`src/rtl/ball_ctl.sv`:
```
// ball_ctl: pong ball FSM -- serve timing, per-frame motion, wall/paddle bounces and goal pulses.
module ball_ctl #(
    parameter int HOR_PIXELS  = 1024,
    parameter int VER_PIXELS  = 768,
    parameter int BALLSIZE    = 15,
    parameter int PAD_HEIGHT  = 145,
    parameter int PAD_WIDTH   = 10,
    parameter int LEFT_PAD_X  = 20,
    parameter int RIGHT_PAD_X = 994,
    parameter int SPEED       = 4,
    parameter int SERVE_DELAY = 60
) (
    input  logic        clk,
    input  logic        rst,
    input  logic        frame_tick,
    input  logic        start,
    input  logic [9:0]  pad_l_y,
    input  logic [9:0]  pad_r_y,
    output logic [10:0] ball_x,
    output logic [9:0]  ball_y,
    output logic        score_l,
    output logic        score_r,
    output logic        in_play
);
    typedef enum logic [1:0] {IDLE, SERVE, PLAY, SCORED} state_t;
    localparam logic [11:0] SP   = 12'(SPEED);
    localparam logic [11:0] BS   = 12'(BALLSIZE);
    localparam logic [11:0] PH   = 12'(PAD_HEIGHT);
    localparam logic [11:0] HP   = 12'(HOR_PIXELS);
    localparam logic [11:0] YMAX = 12'(VER_PIXELS - BALLSIZE);
    localparam logic [11:0] LX   = 12'(LEFT_PAD_X + PAD_WIDTH);
    localparam logic [11:0] RX   = 12'(RIGHT_PAD_X);
    localparam logic [10:0] XC   = 11'((HOR_PIXELS - BALLSIZE) / 2);
    localparam logic [9:0]  YC   = 10'((VER_PIXELS - BALLSIZE) / 2);
    localparam int CW = $clog2(SERVE_DELAY + 1);
    localparam logic [CW-1:0] CLAST = CW'(SERVE_DELAY - 1);
    state_t state_q, state_d;
    logic [10:0] x_q, x_d;
    logic [9:0] y_q, y_d;
    logic dir_x_q, dir_x_d, dir_y_q, dir_y_d;
    logic [CW-1:0] cnt_q, cnt_d;
    logic sl_q, sl_d, sr_q, sr_d;
    logic [11:0] xe, ye, pl, pr;
    logic ov_l, ov_r, hit_l, hit_r, miss_l, miss_r, top, bot;
    // all geometry is evaluated 12 bits wide so nothing wraps near the edges
    assign xe = {1'b0, x_q};
    assign ye = {2'b0, y_q};
    assign pl = {2'b0, pad_l_y};
    assign pr = {2'b0, pad_r_y};
    assign ov_l = (ye + BS > pl) && (ye < pl + PH);
    assign ov_r = (ye + BS > pr) && (ye < pr + PH);
    assign hit_l = !dir_x_q && (xe <= LX + SP) && (xe >= LX) && ov_l;
    assign hit_r = dir_x_q && (xe + BS + SP >= RX) && (xe + BS <= RX) && ov_r;
    assign miss_l = !dir_x_q && !hit_l && (xe < SP);
    assign miss_r = dir_x_q && !hit_r && (xe + BS + SP > HP);
    assign top = !dir_y_q && (ye < SP);
    assign bot = dir_y_q && (ye + SP > YMAX);
    assign ball_x = x_q;
    assign ball_y = y_q;
    assign score_l = sl_q;
    assign score_r = sr_q;
    assign in_play = (state_q == PLAY);
    always_ff @(posedge clk or posedge rst) begin
        if (rst) begin
            state_q <= IDLE;
            x_q <= XC;
            y_q <= YC;
            dir_x_q <= 1'b1;
            dir_y_q <= 1'b1;
            cnt_q <= '0;
            sl_q <= 1'b0;
            sr_q <= 1'b0;
        end else begin
            state_q <= state_d;
            x_q <= x_d;
            y_q <= y_d;
            dir_x_q <= dir_x_d;
            dir_y_q <= dir_y_d;
            cnt_q <= cnt_d;
            sl_q <= sl_d;
            sr_q <= sr_d;
        end
    end
    always_comb begin
        state_d = state_q;
        x_d = x_q;
        y_d = y_q;
        dir_x_d = dir_x_q;
        dir_y_d = dir_y_q;
        cnt_d = cnt_q;
        sl_d = 1'b0;
        sr_d = 1'b0;
        case (state_q)
            IDLE: begin
                x_d = XC;
                y_d = YC;
                if (start) begin
                    state_d = SERVE;
                    cnt_d = '0;
                end
            end
            SERVE: begin
                x_d = XC;
                y_d = YC;
                if (frame_tick) begin
                    state_d = (cnt_q == CLAST) ? PLAY : SERVE;
                    cnt_d = (cnt_q == CLAST) ? '0 : cnt_q + 1'b1;
                end
            end
            PLAY: if (frame_tick) begin
                y_d = top ? 10'd0 : bot ? 10'(YMAX) : dir_y_q ? 10'(ye + SP) : 10'(ye - SP);
                dir_y_d = top ? 1'b1 : bot ? 1'b0 : dir_y_q;
                x_d = hit_l ? 11'(LX) : hit_r ? 11'(RX - BS) : (miss_l || miss_r) ? x_q :
                      dir_x_q ? 11'(xe + SP) : 11'(xe - SP);
                dir_x_d = hit_l ? 1'b1 : hit_r ? 1'b0 : dir_x_q;
                state_d = (miss_l || miss_r) ? SCORED : PLAY;
                sl_d = miss_r;
                sr_d = miss_l;
            end
            default: begin
                // serve toward the side that just conceded
                x_d = XC;
                y_d = YC;
                dir_x_d = sl_q;
                cnt_d = '0;
                state_d = SERVE;
            end
        endcase
    end
endmodule

```
`config.mk`:
```
export PLATFORM = sky130hd
export DESIGN_NAME = ball_ctl
export DESIGN_NICKNAME = d
export VERILOG_FILES = /design/src/rtl/ball_ctl.sv
export SDC_FILE = /design/constraint.sdc
export NUM_CORES = 1
export LEC_CHECK = 0
export ABC_AREA = 1
export BUFFER_PORTS_ARGS = -buffer_cell sky130_fd_sc_hd__buf_2
export CAP_MARGIN = 20
export CELL_PAD_IN_SITES_DETAIL_PLACEMENT = 0
export CELL_PAD_IN_SITES_GLOBAL_PLACEMENT = 2
export CORE_ASPECT_RATIO = 1.5
export CORE_MARGIN = 4
export CORE_UTILIZATION = 30
export CTS_CLUSTER_SIZE = 12
export DETAILED_ROUTE_END_ITERATION = 10
export GPL_TIMING_DRIVEN = 0
export PLACE_DENSITY_LB_ADDON = 0.1
export SLEW_MARGIN = 20
export SYNTH_ARGS = -nofsm -noshare
export SYNTH_HDL_FRONTEND = slang
export SYNTH_SLANG_ARGS = --single-unit
export TNS_END_PERCENT = 10
```
`constraint.sdc`:
```
create_clock -name clk -period 2.5 [get_ports clk]
set_input_delay 0.125 -clock clk [delete_from_list [all_inputs] [get_ports clk]]
set_output_delay 0.125 -clock clk [all_outputs]
set_load 0.01 [all_outputs]
```
==> results of run 1 <==
kinds of logic after synthesis:
| logic type | share of synthesized area [%] |
|---|---|
| buffers and inverters | 11.37 |
| AO/OA/AOI/OAI | 10.54 |
| AND/OR/NAND/NOR | 36.72 |
| adder cells (fa/ha/maj) | 15.50 |
| flip-flops | 18.07 |
| XOR/XNOR | 7.720 |
| other | 0.08293 |
through the flow:
stage	total power (W)	worst slack (ns)
detailed placement	0.001052	-0.8267
finish	0.001617	-0.3734
global placement	0.001038	-0.7558
floorplan	0.0009400	-0.2021
CTS	0.001641	-0.3877
global route	0.001733	-0.5576
state kept, by name, summed over array words and instances (netlist names):
signal   count
state_q      2
ball_y       9
ball_x      11
cnt_q        6
dir_y_q      1
dir_x_q      1
score_r      1
score_l      1
synth_stat cells (all sizes together):
cell type	count
a2bb2oi	1
o221ai	3
a21oi	33
or2	3
conb	1
a21o	1
xor2	34
o2bb2ai	1
clkbuf	7
o32ai	1
nand4	19
xnor2	5
inv	100
ha	56
o211ai	1
o31ai	3
nor4	6
nand3	56
dfstp	13
o22ai	1
o21a	1
nand2	187
a31oi	1
nor3	20
dfrtp	19
a211oi	1
o2111ai	1
a21boi	1
o21ai	28
clkinv	2
nand3b	2
nor3b	1
buf	10
nor2	57
o21bai	2
report_power, final:
group,switching (W),internal [W],leakage (nW)
Sequential,0.0000372,0.000572,0.380
Combinational,0.000263,0.000168,2.35
Clock,0.000215,0.000362,0.0667
Total,0.000516,0.00110,2.80
final timing paths:
path	start	endpoint	cells past startpoint
max	ball_y[3]	ball_x[6]	19
min	rst	ball_x[2]	2
max reg2reg	ball_y[3]	ball_x[6]	19
min reg2reg	ball_x[7]	ball_x[7]	2
max in group asynchronous	rst	ball_y[2]	2
min in group clk	frame_tick	ball_y[8]	2
critical path, stage by stage (launching register included):
cell     delay (ns)
dfstp_2        0.57
inv_4          0.05
ha_4           0.16
nand2_4        0.07
nand2_4        0.05
inv_2          0.05
nand3_2        0.07
xor2_2         0.18
ha_1           0.31
nand2_1        0.07
inv_1          0.06
nand4_1        0.10
o21ai_1        0.17
a21oi_2        0.10
nor3b_2        0.25
nand3_4        0.20
buf_4          0.19
nand2_1        0.05
nand2_1        0.05
nand2_1        0.07
timing repair:
| item | CTS | global route |
|---|---|---|
| endpoints found under the setup margin | 14 | 16 |
| resized for setup | 26 | 6 |
| hold endpoints to repair | 0 | 0 |
| buffers inserted | 21 | 4 |
| hold buffers | 0 | 0 |
| pin swaps | 14 | 12 |
metal layers:
metal	global-route usage [%]	vias to the layer above	part of all wire (%)
li1	-	2357	-
met3	1.582	21	2.3
met2	34.73	68	55
met1	19.40	2094	40
met5	0	-	0
met4	4.874	0	2.5
area by class of cell:
type                    count  area, um^2  share of cell area (%)
repair buffers             70       412.9                   7.607
clock inverters             1       5.005                 0.09221
clock buffers               6       128.9                   2.374
plain buffers              14       120.1                   2.213
multi-input cells         527        3296                   60.72
flip-flops and latches     32       822.0                   15.15
well taps                 196       245.2                   4.518
inverters                 102       397.9                   7.331
==> results.py, run 1 <==
metrics = {
    "timing": {
        "drv_slew": 0,
        "setup_tns_ns": -3.611,
        "hold_ws_ns": -0.03521,
        "rsz0062_at_grt": "true",
        "min_period_ns": 2.873,
        "worstMarginPinSlew_ns": 0.7133,
        "fin_ws_ns": -0.3734,
        "fmax_mhz": 348.0,
        "finalHoldViolCount": 19,
        "slew_headroom_pct": 52.38,
        "setup_viol": 13,
        "timing.final.crit_share_pct": 114.9,
        "finClkSkew_ns": 0.004365,
    },
    "placement": {
        "dp_hpwl_um": 11810,
        "dpl.cell_count": 919,
        "io_buffers": 45,
        "place_congestion": 0.8355,
        "postPlaceCellArea_um2": 5011,
    },
    "logic_synthesis": {
        "synth-seq-cells": 32,
        "synthDistinctLibCells": 51,
        "yosysWarnings": 0,
        "ys_top_cells_by_area": "ha_1, nand2_1, dfrtp_1, inv_1, dfstp_2",
        "yosysTopAreaCell": "ha_1",
        "synth_nets": 758,
        "synth_top_area_share_pct": 15.50,
        "netlist_area_um2": 4522,
        "syn_area_per_cell_um2": 6.669,
        "seq_area_frac_synth_pct": 18.07,
        "synthCells": 678,
    },
    "global_route": {
        "grt_pass1_wl_um": 23500,
        "antenna_found_initial": 0,
        "globalRouteOverflowTotal": 0,
        "grt_max_degree": 33,
        "grt.total_usage_pct": 17.47,
        "grt_pass1_vias": 4544,
    },
    "detailed_routing": {
        "detail-route-antenna-nets": 0,
        "routed_wl_um": 14770,
        "via_count": 4540,
        "wl_per_cell_um": 15.58,
        "avgViaCountPerCell": 4.789,
        "drc": 0,
        "drt-pass1-iter-count": 4,
        "drt_iter0_markers": 158,
    },
    "clock_network": {
        "cts_sinks": 32,
        "clk-insertion-delay-late_ns": 0.27,
        "cts.path.max_buffers": 2,
        "cts_tree": "done",
        "cts_buffers": 5,
        "root_buffer": "clkbuf_16",
        "path_clk_slew_ns": 0.05,
        "cts_max_level": 2,
    },
    "worst_setup_path": {
        "crit_path_start_kind": "flop",
        "crit_fanout": 8,
        "required_ns": 2.72,
        "worst_setup_path_end_kind": "flop",
        "r2r_slack_ns": -0.37,
        "critPathArrivalTime_ns": 3.09,
        "crit_type": "reg -> reg",
    },
    "power_and_ir_drop": {
        "power_leakage_nw": 2.802,
        "power_density_nw_per_um2": 298.0,
        "max-vdd-ir-drop_v": 0.0002551,
    },
    "outcome": {
        "violations": "negative hold slack, negative setup slack",
        "status": "complete, but fails checks",
    },
    "cells_and_area": {
        "diodes": 0,
        "fillers": 1616,
        "area_growth_pct": 20.03,
        "postLayoutCoreUtil_pct": 37.02,
        "layout_common_cells": "nand2_1, inv_1, ha_1",
        "fin_cells": 948,
        "fin_area_um2": 5428,
        "finalNetCount": 832,
        "drive_gt1_share_pct": 22.34,
        "final_common_cell": "nand2_1",
    },
    "worst_hold_path": {
        "hold_path_class": "in -> async",
    },
    "floorplan": {
        "dieArea_um2": 17140,
        "die_w_um": 108.2,
        "die_h_um": 158.4,
        "initial_core_util_pct": 30.84,
        "core_um2": 14660,
        "io_pins": 48,
        "num_rows": 54,
    },
    "run": {
        "drv_cap": 0,
    },
}
(Power assumes the default switching activity.)
==> run 2: changes to the inputs <==
--- a/config.mk
+++ b/config.mk
@@ -11,7 +11,6 @@
 export CELL_PAD_IN_SITES_DETAIL_PLACEMENT = 0
 export CELL_PAD_IN_SITES_GLOBAL_PLACEMENT = 2
 export CORE_ASPECT_RATIO = 1.5
-export CORE_MARGIN = 4
 export CORE_UTILIZATION = 30
 export CTS_CLUSTER_SIZE = 12
 export DETAILED_ROUTE_END_ITERATION = 10
==> run 2 against run 1 <==
Compared with the run above:
- the run ends with negative setup slack left
- setup slack better by 0.055 ns
- sequential share of layout area fell by 0.23 points
- largest cell class unchanged
- wire length fell by 0.14%
==> results.py, run 2 (synthesized netlist as in run 1, its figures left out) <==
metrics = {
    "outcome": {
        "status": "complete, but fails checks",
        "violations": "negative setup slack",
    },
    "worst_setup_path": {
        "cp_top_family": "simple AND/OR/NAND/NOR gates",
        "cp_num_cells": 19,
        "worst_setup_path_end_kind": "flop",
        "endpoint": "ball_x[0]",
        "cp_slowest_cell": "dfstp_2",
        "critPathArrivalTime_ns": 2.97,
        "cp_slowest_stage_delay_ns": 0.57,
        "required_ns": 2.66,
        "worstRegToRegCells": 19,
        "crit_path_start": "ball_y[3]",
        "path_buf_inv": 3,
        "r2r_slack_ns": -0.32,
        "crit_type": "reg -> reg",
        "r2r-start": "ball_y[3]",
        "crit_path_start_kind": "flop",
        "r2r_end": "ball_x[0]",
        "path_common_cell": "nand2_4",
        "worstPathCellList": "inv_4, ha_4, nand2_4, nand2_4, inv_4, nand3_4, xor2_2, ha_1, nand2_1, inv_1, nand4_1, o21ai_2, a21oi_2, nor3b_2, nand3_4, nand2_4, nand2_2, nand2_1, o21ai_1",
        "crit_fanout": 8,
    },
    "power_and_ir_drop": {
        "power_w": 0.001697,
        "power_density_nw_per_um2": 306.6,
        "max-vdd-ir-drop_v": 0.0002851,
        "power_leakage_nw": 2.840,
    },
    "global_route": {
        "grt.total_usage_pct": 19.88,
        "grt_max_degree": 33,
        "globalRouteOverflowTotal": 0,
        "grt_pass1_wl_um": 24140,
        "antenna_found_initial": 0,
        "grt_pass1_vias": 4692,
    },
    "placement": {
        "place_congestion": 0.8390,
        "dp_slack_ns": -0.7793,
        "dp_hpwl_um": 11720,
        "io_buffers": 45,
    },
    "detailed_routing": {
        "via_count": 4638,
        "wl_per_cell_um": 15.49,
        "drt_iter0_markers": 141,
        "detail-route-antenna-nets": 0,
        "drc": 0,
        "routed_wl_um": 14750,
        "drt-pass1-iter-count": 4,
        "avgViaCountPerCell": 4.872,
    },
    "cells_and_area": {
        "finalNetCount": 835,
        "drive_gt1_share_pct": 23.54,
        "area_growth_pct": 22.44,
        "final_common_cell": "nand2_1",
        "largest_reg_flops": 11,
        "layout_common_cells": "nand2_1, inv_1, ha_1",
        "diodes": 0,
    },
    "clock_network": {
        "cts_sinks": 32,
        "clk-insertion-delay-late_ns": 0.27,
        "cts_max_level": 2,
        "cts_tree": "done",
        "cts_buffers": 5,
        "path_clk_slew_ns": 0.06,
        "root_buffer": "clkbuf_16",
        "cts.path.max_buffers": 2,
    },
    "timing": {
        "finalHoldViolCount": 0,
        "timing.final.crit_share_pct": 112.7,
        "fmax_mhz": 354.8,
        "rsz0062_at_grt": "true",
        "drv_slew": 0,
        "worstMarginPinSlew_ns": 0.7048,
        "finClkSkew_ns": 0.004277,
        "fin_ws_ns": -0.3183,
        "setup_tns_ns": -3.165,
        "setup_viol": 13,
        "min_period_ns": 2.818,
        "slew_headroom_pct": 52.94,
    },
    "floorplan": {
        "die_h_um": 152.4,
        "initial_core_util_pct": 30.84,
        "io_pins": 48,
        "num_rows": 54,
        "dieArea_um2": 15580,
        "core_um2": 14660,
        "die_w_um": 102.2,
    },
    "run": {
        "drv_cap": 0,
    },
    "worst_hold_path": {
        "hold_path_class": "in -> reg",
    },
}
run 2: final cells by class:
| class | count | area, um^2 |
|---|---|---|
| inverter | 102 | 400.4 |
| sequential | 32 | 825.8 |
| multi-input combinational | 527 | 3331 |
| fill | 1634 | 9125 |
| buffer | 14 | 120.1 |
| timing repair buffer | 73 | 457.9 |
| clock buffer | 8 | 156.4 |
| tap | 196 | 245.2 |
run 2: worst min path at each step:
stage               start   endpoint  slack [ns]  cells past startpoint
6_report       frame_tick  ball_y[8]         0.1                      2
3_3_place_gp   frame_tick  ball_y[8]        0.38                      2
3_5_place_dp          rst  ball_x[2]        0.29                      2
4_1_cts        frame_tick  ball_y[8]        0.09                      2
2_1_floorplan         rst  ball_x[0]        0.23                      1
5_1_grt        frame_tick  ball_y[8]        0.09                      2
run 2: power by group:
part           total (W)  internal [W]  switching, W
combinational   0.000438      0.000171      0.000267
sequential      0.000609      0.000572     0.0000369
clock           0.000651      0.000424      0.000227
total            0.00170       0.00117      0.000531
run 2: per-layer routing:
metal / share of wire (%) / GRT usage, % / routed length (um) / vias up
met4: 2.4 / 5.714 / 361 / 0
met1: 40 / 22.95 / 5968 / 2156
li1: - / - / - / 2357
met5: 0 / 0 / 0 / -
met3: 1.8 / 1.697 / 272 / 27
met2: 55 / 37.65 / 8144 / 98
run 2: per-stage QoR:
step / std cells / area, um^2 / utilization [%] / hold slack [ns]
after floorplan: 678 / 4541 / - / 0.2316
after global placement: 919 / 5011 / 34.18 / 0.3787
after detailed placement: 919 / 5011 / 34.18 / 0.2892
after CTS: 948 / 5459 / 37.23 / 0.09482
after global routing: 952 / 5537 / 37.76 / 0.09257
final: 952 / 5537 / 37.76 / 0.09946
run 2: worst register-to-register path, delay by kind of cell, from the launching register on:
family / cells / cell delay [ns]
adder cells (fa/ha/maj): 2 / 0.47
AO/OA/AOI/OAI: 3 / 0.30
buffers and inverters: 3 / 0.16
flip-flops: 1 / 0.57
XOR/XNOR: 1 / 0.16
AND/OR/NAND/NOR: 10 / 1.03
run 2: what timing repair did:
action                                  4_1_cts  5_1_grt
setup buffers                                23        4
pin swaps                                    19       12
endpoints found under the setup margin       14       14
hold buffers                                  1        0
endpoints found under the hold margin        18        0
resized for setup                            32       13
